[config.mk]
export PLATFORM = sky130hd
export DESIGN_NAME = somador_serial_ctrl
export DESIGN_NICKNAME = d
export VERILOG_FILES = /design/src/rtl/somador_serial_ctrl.sv
export SDC_FILE = /design/constraint.sdc
export NUM_CORES = 1
export LEC_CHECK = 0
export ABC_CLOCK_PERIOD_IN_PS = 8000
export CORE_UTILIZATION = 25
export DETAILED_ROUTE_END_ITERATION = 12
export GPL_TIMING_DRIVEN = 0
export HOLD_SLACK_MARGIN = 0.15
export PLACE_DENSITY = 0.45
export SYNTH_ARGS = -nofsm -noshare
export SYNTH_HDL_FRONTEND = slang
export SYNTH_SLANG_ARGS = --single-unit
[constraint.sdc]
create_clock -name clk -period 8 [get_ports clk]
set_input_delay 1.6 -clock clk [delete_from_list [all_inputs] [get_ports clk]]
set_output_delay 1.6 -clock clk [all_outputs]
set_load 0.02 [all_outputs]
[src/rtl/somador_serial_ctrl.sv]
// Wide serial adder/subtractor: one 4-bit ripple slice reused per nibble,
// LSB nibble first, with a registered carry and a start/busy/done handshake.
//
// Ports:
//   clk, rst_n   rising-edge clock, asynchronous active-low reset
//   start        load request, honoured in IDLE or DONE
//   sub          0 = A + B + Cin, 1 = A - B (Cin ignored)
//   A, B, Cin    operands, sampled on the load edge
//   busy         high while nibbles are being processed
//   done         one-cycle pulse when S/Cout/OVF are final
//   S            W-bit result register (partial during RUN)
//   Cout         carry out of the MSB nibble (subtract: 1 = no borrow)
//   OVF          two's-complement overflow of the W-bit operation

module somador_4bits (
    input  logic [3:0] a,
    input  logic [3:0] b,
    input  logic       cin,
    output logic [3:0] s,
    output logic       cout
);

    logic [4:0] c;

    assign c[0] = cin;

    for (genvar i = 0; i < 4; i++) begin : g_fa
        assign s[i]   = a[i] ^ b[i] ^ c[i];
        assign c[i+1] = (a[i] & b[i]) | (c[i] & (a[i] ^ b[i]));
    end

    assign cout = c[4];

endmodule

module somador_serial_ctrl #(
    parameter int NIBBLES = 4
) (
    input  logic                 clk,
    input  logic                 rst_n,
    input  logic                 start,
    input  logic                 sub,
    input  logic [4*NIBBLES-1:0] A,
    input  logic [4*NIBBLES-1:0] B,
    input  logic                 Cin,
    output logic                 busy,
    output logic                 done,
    output logic [4*NIBBLES-1:0] S,
    output logic                 Cout,
    output logic                 OVF
);

    localparam int W  = 4 * NIBBLES;
    localparam int IW = (NIBBLES > 1) ? $clog2(NIBBLES) : 1;

    typedef enum logic [1:0] {
        IDLE = 2'd0,
        RUN  = 2'd1,
        DONE = 2'd2
    } state_t;

    state_t state_q;
    state_t state_d;

    logic [W-1:0]  opa;
    logic [W-1:0]  opb;
    logic          carry;
    logic [IW-1:0] idx;

    logic          load;
    logic          step;
    logic          last;

    logic [3:0]    nib_a;
    logic [3:0]    nib_b;
    logic [3:0]    nib_s;
    logic          nib_c;

    assign last = (idx == IW'(NIBBLES - 1));

    // Pick the current nibble of each operand.
    always_comb begin
        nib_a = '0;
        nib_b = '0;
        for (int i = 0; i < NIBBLES; i++) begin
            if (idx == IW'(i)) begin
                nib_a = opa[4*i +: 4];
                nib_b = opb[4*i +: 4];
            end
        end
    end

    somador_4bits u_slice (
        .a    (nib_a),
        .b    (nib_b),
        .cin  (carry),
        .s    (nib_s),
        .cout (nib_c)
    );

    always_ff @(posedge clk or negedge rst_n) begin
        if (!rst_n) begin
            state_q <= IDLE;
        end else begin
            state_q <= state_d;
        end
    end

    // DONE behaves like IDLE for accepting a new request, which gives
    // back-to-back operation without a bubble.
    always_comb begin
        state_d = state_q;
        load    = 1'b0;
        step    = 1'b0;
        unique case (state_q)
            IDLE, DONE: begin
                if (start) begin
                    load    = 1'b1;
                    state_d = RUN;
                end else begin
                    state_d = IDLE;
                end
            end
            RUN: begin
                step = 1'b1;
                if (last) begin
                    state_d = DONE;
                end
            end
            default: begin
                state_d = IDLE;
            end
        endcase
    end

    always_ff @(posedge clk or negedge rst_n) begin
        if (!rst_n) begin
            opa   <= '0;
            opb   <= '0;
            carry <= 1'b0;
            idx   <= '0;
            S     <= '0;
            Cout  <= 1'b0;
            OVF   <= 1'b0;
        end else if (load) begin
            // Subtract is A + ~B + 1, so the slice never needs a mode input.
            opa   <= A;
            opb   <= sub ? ~B : B;
            carry <= sub ? 1'b1 : Cin;
            idx   <= '0;
            S     <= '0;
            Cout  <= 1'b0;
            OVF   <= 1'b0;
        end else if (step) begin
            for (int i = 0; i < NIBBLES; i++) begin
                if (idx == IW'(i)) begin
                    S[4*i +: 4] <= nib_s;
                end
            end
            carry <= nib_c;
            if (last) begin
                idx  <= '0;
                Cout <= nib_c;
                // Same-sign operands yielding a different-sign result.
                OVF  <= (opa[W-1] == opb[W-1]) && (nib_s[3] != opa[W-1]);
            end else begin
                idx <= idx + IW'(1);
            end
        end
    end

    assign busy = (state_q == RUN);
    assign done = (state_q == DONE);

endmodule
==> run metrics, run 1 <==
die area 11,800 sq um; worst setup margin about 4.2 ns; post-CTS resize count 0; Max Root-Sink Buffers 2; final setup violation count 0; maximum clock rate 264 MHz; dpl ws 4.20 ns; fin area 3720 sq um; Main synth FF type dfrtp_1; Post-Syn Area 2840 sq um; measured slew at the worst slew-check pin 0.499 ns; dpl cell area roughly 3600 sq um; worst endpoint required time 8.17 ns; port buffer count 55; H-tree Lvls 2; Seq/Total Area, Yosys 0.485; status finished, final reports clean; critical path class reg2reg; Layout Cells excl Fill around 500; initial core utilization 0.260; io pins 57; Via density 4.40; Max Cap Viol 0; total iterations of the first detailed-routing run 4; setup tns final 0 ns; CP peak stage delay 0.66 ns; fin nets 402; Post-CTS Setup Bufs 0; slowest CP cell fa_1; CP max FO 10; hold-fix buffer count after cts 0; all-layer global routing usage 0.135; wirelength, routed about 7 mm; TritonCTS clock tree done; Root Driver clkbuf_16; Startpoint Class flip-flop; number of vias in the routed layout 2,190; unrepaired setup endpoints after global routing no; DP Wirelength 5.38 mm; crit-path cells inv_1, ha_1, buf_2, buf_6, a21oi_1, o21ai_0, a22o_1, fa_1, inv_1, fa_1, inv_1, fa_1, fa_1, and3b_1, a211oi_1, nor3_1; critical path data arrival time between 3 and 4 ns; Placed Cells 490; die width roughly 110 microns; clk slew on worst S/H paths 0.07 ns; Sink Count 55; Mean Syn Cell Area 9.66 sq um; antenna-violating nets left 0; most numerous cell in the Yosys netlist nand2_1; Net Count, Synth between 300 and 400; GPL Wtd Cong 0.727; core area 10,900 sq um; row cnt 38; number of enable flip-flop cells after synthesis 0; Yosys warnings 0; Final Hold Vio Count 0; Yosys top cell area share 0.485; antenna violations before repair 0; Skew-Pair Late Insertion Delay 0.29 ns; CTS Buf Count 5; P&R area growth vs syn 31.1%; Slew Viols, Final 0; Power Density 402 nW/um^2; #FFs+latches synth 55; first-pass GRT wire length 12.0 mm; LEAKAGE 1.71 nW; Setup Skew 0.00409 ns; drt initial violations 83; period utilisation layout 0.474; synth unique cells 35; pin count of the biggest net entering global routing 38; WL per Instance ~14 microns; vias in the first global route roughly 2,300; share of cells above drive strength 1 0.123; asr flop ratio synth 1.00; # DRC 0; crit end category flip-flop; Hold/Removal Path Class reg2reg; main area contributors after synthesis dfrtp_1, nand2_1, xnor2_1; diode count 0; die height roughly 110 microns; most frequent CP cell fa_1; Layout fillers 1,204; Mapped Cells approximately 300; synth cell count leaders nand2_1, dfrtp_1, a21oi_1; Synth area leader dfrtp_1; crit path time final 3.79 ns; Worst VDD drop 146 uV; Max-Slew Margin vs Limit 0.667; Overflow after GRT 0
state kept, by name, summed over array words and instances, names as in the netlist:
name,count
Cout,1
OVF,1
S,16
carry,1
idx,2
opa,16
opb,16
state_q,2
placed cells by master (no fill, tap or decap), types with 2 or more instances in the layout:
cell,netlist,final
inv_1,11,11
o21ai_1,5,5
xor2_1,3,3
o21ai_2,7,7
a21oi_1,20,20
clkbuf_16,0,5
nor2b_1,3,3
buf_4,6,6
mux2i_1,8,8
buf_2,4,5
fa_1,4,4
a22oi_1,2,2
o31ai_1,4,4
dfrtp_1,55,55
nand3_1,11,11
a221oi_1,3,3
nor2_1,9,9
nand2b_4,2,2
a22o_1,3,3
nand3b_1,3,3
ha_1,4,4
o21ai_0,13,13
xnor2_1,13,13
clkdlybuf4s50_1,0,54
clkbuf_1,1,2
buf_6,10,10
nand2_1,80,80
path summary, 6_finish.rpt:
kind / startpoint / endpoint / slack, ns / cells after the start
hold reg to reg: opa[14] / opa[14] / 0.48 / 2
max in group asynchronous: rst_n / opa[14] / 6.17 / 2
setup / recovery: idx[1] / OVF / 4.21 / 16
min in group asynchronous: rst_n / opb[13] / 1.26 / 1
hold / removal: opa[14] / opa[14] / 0.48 / 2
setup reg to reg: idx[1] / OVF / 4.21 / 16
per-stage QoR:
step / power (W) / hold WS [ns] / util
global placement: 0.00129 / 0.458 / 0.326
floorplan: 0.00102 / 0.444 / -
global route: 0.00163 / 0.514 / 0.340
CTS: 0.00152 / 0.484 / 0.340
finish: 0.00149 / 0.482 / 0.340
detailed placement: 0.00130 / 0.467 / 0.327
worst max-delay path, delay by kind of cell (launching register included):
| kind | cells | cell delay [ns] |
|---|---|---|
| AO/OA/AOI/OAI | 4 | 0.68 |
| adder cells (fa/ha/maj) | 5 | 1.74 |
| buffers and inverters | 5 | 0.58 |
| flip-flops | 1 | 0.38 |
| AND/OR/NAND/NOR | 2 | 0.28 |
where the power goes:
part / total [W] / switching [W] / internal, W
clock network: 0.000214 / 0.0000981 / 0.000116
logic: 0.000817 / 0.000472 / 0.000346
registers: 0.000464 / 0.0000667 / 0.000397
layer usage:
metal / track usage / vias to the layer above / routed length (microns)
li1: - / 1089 / -
met1: 0.174 / 1046 / 3460
met2: 0.224 / 46 / 3340
met3: 0.0265 / 9 / 279
met4: 0.0473 / 0 / 128
met5: 0 / - / 0
cell type report:
class | instances | area (sq um) | area share
Tap cell | 140 | 175 | 0.0471
Inverter | 12 | 45.0 | 0.0121
Buffer | 21 | 181 | 0.0488
Sequential cell | 55 | 1380 | 0.370
Clock buffer | 6 | 129 | 0.0346
Multi-Input combinational cell | 206 | 1240 | 0.332
Clock inverter | 2 | 12.5 | 0.00336
Timing Repair Buffer | 56 | 566 | 0.152
cells by family (layout without fill, tap and decap cells):
logic type / Yosys count / after routing / synth area share
buf+inv: 33 / 97 / 0.0798
mux: 8 / 8 / 0.0282
flops: 55 / 55 / 0.485
fa+ha+maj: 8 / 8 / 0.0458
compound gates: 59 / 59 / 0.129
simple gates: 115 / 115 / 0.183
xor+xnor: 16 / 16 / 0.0494
Power figures use the tool's default switching activity.
==> run 2: changes to the inputs <==
Settings changed: ABC_CLOCK_PERIOD_IN_PS 8000 to 3700.
Clock period 8 ns to 3.7 ns, I/O delays scaled along.
==> run 2 against run 1 <==
Effect of this change:
- sequential power grew 120%
- clock power grew 120%
- largest power group unchanged
- cell count grew 0.40%
- first-iteration DRC count shrank 12%
- via count grew 0.41%
- core utilization grew 0.34 points
- global-route usage is the same
- worst setup slack lost 4.0 ns
- combinational power grew 130%
- clock skew is essentially flat
==> run metrics, run 2 (synthesis results as in run 1) <==
all-layer global routing usage 0.135 (unchanged); maximum clock rate 283 MHz (+7.3%); Worst VDD drop 288 uV (+97%); worst setup margin 0.163 ns (-4.04 ns); pin count of the biggest net entering global routing 38 (unchanged); die width 109 microns (unchanged); Sink Count 55 (unchanged); critical path data arrival time 3.72 ns (-0.25 ns); Root Driver clkbuf_16; most frequent cells in the layout nand2_1, dfrtp_1, clkdlybuf4s50_1, a21oi_1, xnor2_1; # DRC 0 (unchanged); hold-fix buffer count after cts 0 (unchanged); period utilisation layout 0.956 (+0.482); vias in the first global route 2,331 (+0.52%); antenna violations before repair 0 (unchanged); final setup violation count 0 (unchanged); die area 11,800 sq um (unchanged); first-pass GRT wire length 12.0 mm (about the same); core area 10,900 sq um (unchanged); DP Wirelength 5.38 mm (unchanged); dpl ws -0.0976 ns (-4.30 ns); measured slew at the worst slew-check pin 0.498 ns (-0.000991 ns); Fin Hold WS 0.400 ns (-0.0821 ns); status finished, final reports clean; die height 109 microns (unchanged); wirelength, routed 7.20 mm (about the same); Max Root-Sink Buffers 2 (unchanged); crit path time final 3.54 ns (-0.257 ns); Skew-Pair Late Insertion Delay 0.29 ns (about the same); CP bufs+invs 4 (-1); Slew Viols, Final 0 (unchanged); number of vias in the routed layout 2,199 (+0.41%); WL per Instance 14.4 microns (-0.43%); CTS Buf Count 5 (unchanged); Worst path top cell family by delay adder cells; worst endpoint required time 3.88 ns (-4.29 ns); Setup Skew 0.00387 ns (-0.000224 ns); initial core utilization 0.260 (unchanged); commonest non-fill, non-tap cell in the layout nand2_1; unrepaired setup endpoints after global routing no; Final Hold Vio Count 0 (unchanged); Power Density 884 nW/um^2 (+120%); fin nets 404 (+0.50%); Startpoint Class flip-flop; critical path class reg2reg; port buffer count 55 (unchanged); TritonCTS clock tree done; P&R area growth vs syn 32.4%; slowest CP cell fa_2; crit end category flip-flop; Overflow after GRT 0 (unchanged); row cnt 38 (unchanged); antenna-violating nets left 0 (unchanged); crit-path cells ha_1, buf_4, buf_6, a21oi_2, o21ai_1, a22o_1, fa_1, inv_1, fa_1, inv_1, fa_2, fa_2, and3b_1, a211oi_2, nor3_1; diode count 0 (unchanged); GPL Wtd Cong 0.727 (unchanged); io pins 57 (unchanged); CP peak stage delay 0.57 ns (-0.09 ns); drt initial violations 73 (-12%); Max Cap Viol 0 (unchanged); Max-Slew Margin vs Limit 0.668 (about the same); Regs by FF count S (16), opa (16), opb (16); CP max FO 10 (unchanged); dpl cell area 3580 sq um (unchanged); Layout fillers 1,207 (+0.25%); Via density 4.40 (about the same); LEAKAGE 1.72 nW (+0.58%); total iterations of the first detailed-routing run 4 (unchanged); total power 0.00332 W (+120%); share of cells above drive strength 1 0.139 (+0.0160); fin area 3760 sq um (+1.0%); H-tree Lvls 2 (unchanged); Core Util, Final 0.344 (+0.00343); Hold/Removal Path Class in2async; clk slew on worst S/H paths 0.07 ns (about the same)
run 2: cell types whose count changed in the layout (fill, tap and decap cells not counted):
cell      before  now
o21ai_1        5    6
a21oi_1       20   19
buf_6         10   11
a211oi_1       1    0
a21oi_2        1    2
fa_2           0    2
o21ai_0       13   12
buf_4          6    9
a211oi_2       0    1
buf_2          5    3
fa_1           4    2
run 2: worst register-to-register path, delay by kind of cell (launching register included):
family | cells | cell delay [ns]
and+or+nand+nor | 2 | 0.25
adders and majority gates | 5 | 1.68
buffers and inverters | 4 | 0.47
DFF | 1 | 0.43
AOI/OAI and AO/OA | 4 | 0.61
run 2: cell type report:
cell class / count / area (sq um) / share of cell area
timing repair buffer: 58 / 581 / 0.154
tap: 140 / 175 / 0.0466
buffer: 21 / 190 / 0.0506
sequential: 55 / 1380 / 0.366
multi-input combinational: 206 / 1250 / 0.333
clock buffer: 6 / 129 / 0.0343
clock inverter: 2 / 12.5 / 0.00333
inverter: 12 / 45.0 / 0.0120
run 2: metal layers:
metal / up-vias / part of all wire / track usage
li1: 1090 / - / -
met1: 1056 / 0.48 / 0.173
met2: 44 / 0.47 / 0.224
met3: 9 / 0.042 / 0.0271
met4: 0 / 0.014 / 0.0483
met5: - / 0 / 0
run 2: worst paths after layout:
path                         from       to  slack [ns]  depth (start not counted)
setup / recovery           idx[0]      OVF        0.16                         15
hold / removal              rst_n  opb[10]        0.40                          1
setup reg to reg           idx[0]      OVF        0.16                         15
hold reg to reg            opa[6]   opa[6]        0.48                          2
max in group asynchronous   rst_n  opa[14]        2.73                          2
min in group clk           opa[6]   opa[6]        0.48                          2
run 2: per-stage QoR:
stage,TNS (ns),instances
finish,0,500
global route,0,500
CTS,0,499
detailed placement,-0.0976,490
global placement,-0.0999,489
floorplan,0,294
run 2: where the power goes:
group	total (W)	switching, W	internal [W]	leakage, nW
clock	0.000464	0.000214	0.000250	0.0669
sequential	0.00100	0.000145	0.000858	0.699
combinational	0.00186	0.00105	0.000809	0.953
total	0.00332	0.00141	0.00192	1.72
run 2: repair_timing:
item,CTS,global route
pin swaps,1,0
endpoints found under the setup margin,1,2
buffers inserted,1,1
resized for setup,1,9
